## config.mk

```make
export PLATFORM = sky130hd
export DESIGN_NAME = e203_clkgate_ctrl
export DESIGN_NICKNAME = d
export VERILOG_FILES = /design/src/rtl/e203_clkgate_ctrl.sv
export SDC_FILE = /design/constraint.sdc
export NUM_CORES = 1
export LEC_CHECK = 0
export CAP_MARGIN = 10
export CORE_ASPECT_RATIO = 1.2
export CORE_UTILIZATION = 51
export DETAILED_ROUTE_END_ITERATION = 16
export GPL_TIMING_DRIVEN = 1
export PLACE_DENSITY = 0.77
export SYNTH_ARGS = -nofsm -noshare
export SYNTH_HDL_FRONTEND = slang
export SYNTH_SLANG_ARGS = --single-unit
```

## constraint.sdc

```tcl
create_clock -name clk -period 1.7 [get_ports clk]
set_input_delay 0.51 -clock clk [delete_from_list [all_inputs] [get_ports clk]]
set_output_delay 0.51 -clock clk [all_outputs]
set_load 0.03 [all_outputs]
```

## src/rtl/e203_clkgate_ctrl.sv

```systemverilog
// e203_clkgate_ctrl
// -----------------
// Per-domain clock-gating controller. It runs on the free-running clock and
// drives the enable pin of the clock-gate cell for one gated unit. After the
// unit has been idle for long enough, it asks the unit for permission to sleep
// using a req/ack handshake, then stops the clock. On a wake demand it turns
// the clock back on and waits a fixed settle window before it reports ready.
//
// Every output comes straight from a flop. This keeps the gate enable free of
// glitches and leaves no combinational path from an input to an output.
//
// Parameters:
//   IDLE_CW      width of the idle threshold and the idle counter
//   WAKE_CYCLES  cycles clock_en is high in WAKE before wake_done (1..15)
//
// Ports:
//   clk          free-running ungated clock
//   rst          asynchronous active-high reset
//   ctrl_en      gating permitted; 0 forces and holds the clock on
//   idle_thresh  idle cycles required beyond the first before a sleep request
//   unit_idle    gated unit reports no work (level)
//   wake_req     pending work for the unit (level)
//   sleep_ack    unit agrees to lose its clock (level, only looked at in SREQ)
//   sleep_req    sleep request/hold to the unit
//   clock_en     enable to the clock-gate cell
//   asleep       high while the clock is stopped
//   wake_done    one-cycle pulse when the clock is stable after a wake
//
// Optional build macro E203_CLKGATE_CTRL_STATS_EN adds:
//   stats_clr     (in)  zeroes sleep_cycles on the next cycle
//   sleep_cycles  (out) saturating count of cycles with clock_en low
module e203_clkgate_ctrl #(
    parameter int IDLE_CW     = 8,
    parameter int WAKE_CYCLES = 2
) (
    input  logic               clk,
    input  logic               rst,
    input  logic               ctrl_en,
    input  logic [IDLE_CW-1:0] idle_thresh,
    input  logic               unit_idle,
    input  logic               wake_req,
    input  logic               sleep_ack,
`ifdef E203_CLKGATE_CTRL_STATS_EN
    input  logic               stats_clr,
`endif
    output logic               sleep_req,
    output logic               clock_en,
    output logic               asleep,
    output logic               wake_done
`ifdef E203_CLKGATE_CTRL_STATS_EN
    ,
    output logic [31:0]        sleep_cycles
`endif
);

    typedef enum logic [1:0] {
        ST_RUN   = 2'd0,
        ST_SREQ  = 2'd1,
        ST_SLEEP = 2'd2,
        ST_WAKE  = 2'd3
    } state_t;

    localparam logic [3:0] WAKE_LOAD = 4'(WAKE_CYCLES - 1);

    state_t             state;
    state_t             state_nxt;
    logic [IDLE_CW-1:0] idle_cnt;
    logic [IDLE_CW-1:0] idle_nxt;
    logic [3:0]         wake_cnt;
    logic [3:0]         wake_nxt;
    logic               done_nxt;
    logic               qual;
    logic               abort;

    // A qualified idle cycle: the unit is idle, no work is waiting, and
    // gating is allowed. The abort condition pulls the unit back to RUN
    // (from SREQ) or starts a wake (from SLEEP).
    assign qual  = ctrl_en & unit_idle & ~wake_req;
    assign abort = wake_req | ~ctrl_en;

    // Next-state logic. Outside RUN the idle counter is held at zero, so
    // every return to RUN starts a fresh idle streak. In SREQ, an abort is
    // checked before sleep_ack so that a wake demand always wins.
    always_comb begin
        state_nxt = state;
        idle_nxt  = idle_cnt;
        wake_nxt  = wake_cnt;
        done_nxt  = 1'b0;
        unique case (state)
            ST_RUN: begin
                if (qual) begin
                    if (idle_cnt != '1) begin
                        idle_nxt = idle_cnt + 1'b1;
                    end
                    if (idle_cnt >= idle_thresh) begin
                        state_nxt = ST_SREQ;
                    end
                end else begin
                    idle_nxt = '0;
                end
            end
            ST_SREQ: begin
                idle_nxt = '0;
                if (abort) begin
                    state_nxt = ST_RUN;
                end else if (sleep_ack) begin
                    state_nxt = ST_SLEEP;
                end
            end
            ST_SLEEP: begin
                idle_nxt = '0;
                if (abort) begin
                    state_nxt = ST_WAKE;
                    wake_nxt  = WAKE_LOAD;
                end
            end
            ST_WAKE: begin
                idle_nxt = '0;
                if (wake_cnt == 4'd0) begin
                    state_nxt = ST_RUN;
                    done_nxt  = 1'b1;
                end else begin
                    wake_nxt = wake_cnt - 4'd1;
                end
            end
            default: begin
                state_nxt = ST_RUN;
                idle_nxt  = '0;
            end
        endcase
    end

    // State, counters, and the registered outputs. The outputs are decoded
    // from the next state, so each output flop holds exactly the value that
    // belongs to the state register beside it. Reset turns the clock on at
    // once, without waiting for a clock edge.
    always_ff @(posedge clk or posedge rst) begin
        if (rst) begin
            state     <= ST_RUN;
            idle_cnt  <= '0;
            wake_cnt  <= 4'd0;
            sleep_req <= 1'b0;
            clock_en  <= 1'b1;
            asleep    <= 1'b0;
            wake_done <= 1'b0;
        end else begin
            state     <= state_nxt;
            idle_cnt  <= idle_nxt;
            wake_cnt  <= wake_nxt;
            sleep_req <= (state_nxt != ST_RUN);
            clock_en  <= (state_nxt != ST_SLEEP);
            asleep    <= (state_nxt == ST_SLEEP);
            wake_done <= done_nxt;
        end
    end

`ifdef E203_CLKGATE_CTRL_STATS_EN
    // Counts cycles that had the gate closed. It uses the registered
    // clock_en, so it matches what the gate cell actually saw. A clear takes
    // priority over counting.
    always_ff @(posedge clk or posedge rst) begin
        if (rst) begin
            sleep_cycles <= 32'd0;
        end else if (stats_clr) begin
            sleep_cycles <= 32'd0;
        end else if (!clock_en && (sleep_cycles != 32'hFFFF_FFFF)) begin
            sleep_cycles <= sleep_cycles + 32'd1;
        end
    end
`endif

endmodule
```

==> summary.md <==
| Metric | Value |
|---|---|
| Register Area | `between 400 and 500 sq um` |
| Die W | `between 40 and 50 um` |
| Die Ht | `around 52 um` |
| Largest net degree at the start of global routing | `15` |
| Pwr Density | `around 920 nW/um^2` |
| Share of cells above drive strength 1 | `about a fifth` |
| CTS Hold Bufs | `0` |
| Synth Net Count | `140` |
| Worst-margin pin slew | `~320 ps` |
| Area Growth Syn to Fin | `34.9%` |
| Final Hold Violating Endpoints | `0` |
| Final layout net count | `about 170` |
| Worst vdd ir | `roughly 0.78 mV` |
| Setup violators final | `0` |
| Post-Route Skew | `roughly 1.4 ps` |
| Remaining antenna violation count | `0` |
| Design Power | `between 1 and 1.5 mW` |
| Port bufs | `17` |
| Crit path max fanout | `2` |
| Largest cells by area after synthesis | `dfrtp_1 (40%), ha_1 (13%), nor2_1 (5.7%)` |
| Clock transition at path regs | `roughly 100 ps` |
| Worst hold slack | `between 400 and 500 ps` |
| Placed instance area | `around 1300 sq um` |
| Prevailing post-synth register cell | `dfrtp_1` |
| CTS max path bufs | `2` |
| Area occupied by multi-input gates | `~630 sq um` |
| Synth warn | `0` |
| Post-synth ARST share | `100%` |
| Rows | `17` |
| Vias per std cell | `between 5 and 6` |
| Grt total ovfl | `0` |
| Post-DR wirelength/cell | `around 13 um` |
| Synth Cell Area | `around 1100 sq um` |
| Vias in the first global route | `just over 900` |
| Min cycle time layout | `about 1600 ps` |
| Synth top cells by count | `dfrtp_1 (17), nor2_1 (16), inv_1 (14)` |
| Reg2reg start | `idle_cnt[0]$_DFFE_PP0P_` |
| Drt initial violations | `18` |
| Gp weighted congestion | `0.705` |
| Ant diodes | `0` |
| Clk sink count | `18` |
| Post-synth top area cell | `dfrtp_1` |
| Status | `complete, but fails checks` |
| First-pass GRT wire length | `roughly 3700 um` |
| Pre-antenna DRT Iters | `10` |
| Crit path from | `idle_thresh[4]` |
| Slew HR | `78.4%` |
| Fmax | `between 600 and 700 MHz` |
| CP Capture Type | `flip-flop` |
| Failing checks | `design-rule violations` |
| Setup TNS | `0 ps` |
| Core Util, Final | `between 70% and 80%` |
| DRC | `4` |
| Syn Inst Count | `~120` |
| Critical Path Start Type | `input pin` |
| I/O pin total | `18` |
| Yosys cell types | `34` |
| Total number of vias | `906` |
| Worst path arrival time | `approximately 1800 ps` |
| Final wirelength | `2160 um` |
| Initial antenna violation count | `0` |
| Final Cycle Share | `approximately 94%` |
| Avg Cell Area, Syn | `9.14 sq um` |
| Number of synthesized register bits | `18` |
| Register area share after synthesis | `43.0%` |
| P_leak | `between 0.6 and 0.7 nW` |
| Max H-tree Level | `1` |
| CTS tree | `done` |
| Skew-Pair Late Insertion Delay | `~280 ps` |
| Setup Crit Path Kind | `in -> reg` |
| Dpl hpwl | `1610 um` |
| Max_cap viols | `0` |
| Fill cells | `about 130` |
| Core ar. | `1890 sq um` |
| Unrepaired setup endpoints after global routing | `true` |
| Slew Viols, Final | `0` |
| Final Cell Area | `1420 sq um` |
| CTS root buf | `clkbuf_4` |
| Die ar. | `between 2000 and 2500 sq um` |
| EDFF count, synth | `0` |
| TritonCTS Buffers | `3` |
| Top cell type's share of synthesized area | `40.5%` |
| Starting Density | `between 50 and 60%` |
| Most frequent cell after synthesis | `dfrtp_1` |
| Worst Path Required | `1900 ps` |
| Worst Hold Class | `in -> async` |
| Total GRT Usage | `between 20 and 25%` |
## timing repair
action / CTS / global route
setup buffers: 0 / 2
endpoints found under the hold margin: 0 / 0
setup endpoints to repair: 6 / 12
resized for setup: 22 / 7
cloned: 0 / 0
pin swaps: 9 / 5
## logic make-up (layout without fill, tap and decap cells)
family | after synthesis | count (layout) | share of synthesized area (%)
xor+xnor | 4 | 4 | 3.33
mux | 1 | 1 | 0.952
flops | 18 | 18 | 43.0
compound gates | 21 | 21 | 13.1
fa+ha+maj | 11 | 11 | 13.1
simple gates | 45 | 45 | 21.1
buf+inv | 15 | 45 | 5.48
## worst paths after layout
check                           slack (ps)  cells past startpoint                       to
worst max-delay path                   110                      6      sleep_req$_DFF_PP0_
worst min-delay path                   410                      2         asleep$_DFF_PP0_
worst max register to register         120                      6  idle_cnt[3]$_DFFE_PP0P_
worst min register to register         510                      1  wake_cnt[0]$_DFFE_PP0P_
max in group asynchronous              850                      3  idle_cnt[1]$_DFFE_PP0P_
min in group clk                       510                      1  wake_cnt[0]$_DFFE_PP0P_
## sequential cells by signal (all words and copies together) (netlist names)
name	count
asleep	1
clock_en	1
idle_cnt	8
state	2
wake_done	1
wake_cnt	4
sleep_req	1
## layer usage
layer	GRT usage [%]	up-vias	share of wire, %
met2	42.9	24	55
li1	-	456	-
met5	0	-	0
met1	24.3	422	39
met3	2.78	4	4.9
met4	7.29	0	1.1
## final cells by class
| class | instances | area share, % |
|---|---|---|
| Multi-Input combinational cell | 82 | 44.2 |
| Clock buffer | 4 | 1.85 |
| Tap cell | 19 | 1.68 |
| Inverter | 14 | 3.71 |
| Timing Repair Buffer | 27 | 16.6 |
| Sequential cell | 18 | 32.0 |
## worst max-delay path, stage by stage
cell and delay (ps):
clkdlybuf4s50_1 450, inv_1 40, ha_1 260, nand2_1 40, o31a_1 300, o22ai_1 190
## per-stage QoR
stage	cells	setup slack [ps]
final	164	109
after global routing	164	-21.7
after CTS	162	7.47
after detailed placement	158	-530
after global placement	158	-488
after floorplan	115	68.6
## cells in the final DEF, fill, tap and decap left out, types with 2 or more instances in the layout
cell	n
clkbuf_4	3
clkdlybuf4s50_1	6
xnor2_1	3
a31oi_1	2
inv_2	3
buf_4	10
nor2_1	15
ha_1	7
dlygate4sd2_1	8
inv_1	11
dfrtp_1	16
nand2_1	7
nand3_1	2
dlymetal6s2s_1	2
ha_4	3
nand4_1	2
nor3_1	5
o21ai_0	4
a21oi_1	5
nor2b_1	2
or3_1	2
## power by group
group / total (mW) / leakage [nW] / switching (mW) / internal [mW]
registers: 0.611 / 0.235 / 0.0889 / 0.522
logic: 0.475 / 0.430 / 0.265 / 0.210
clock network: 0.213 / 0.0150 / 0.122 / 0.0910
No activity file was read; power rests on OpenSTA's default activity.
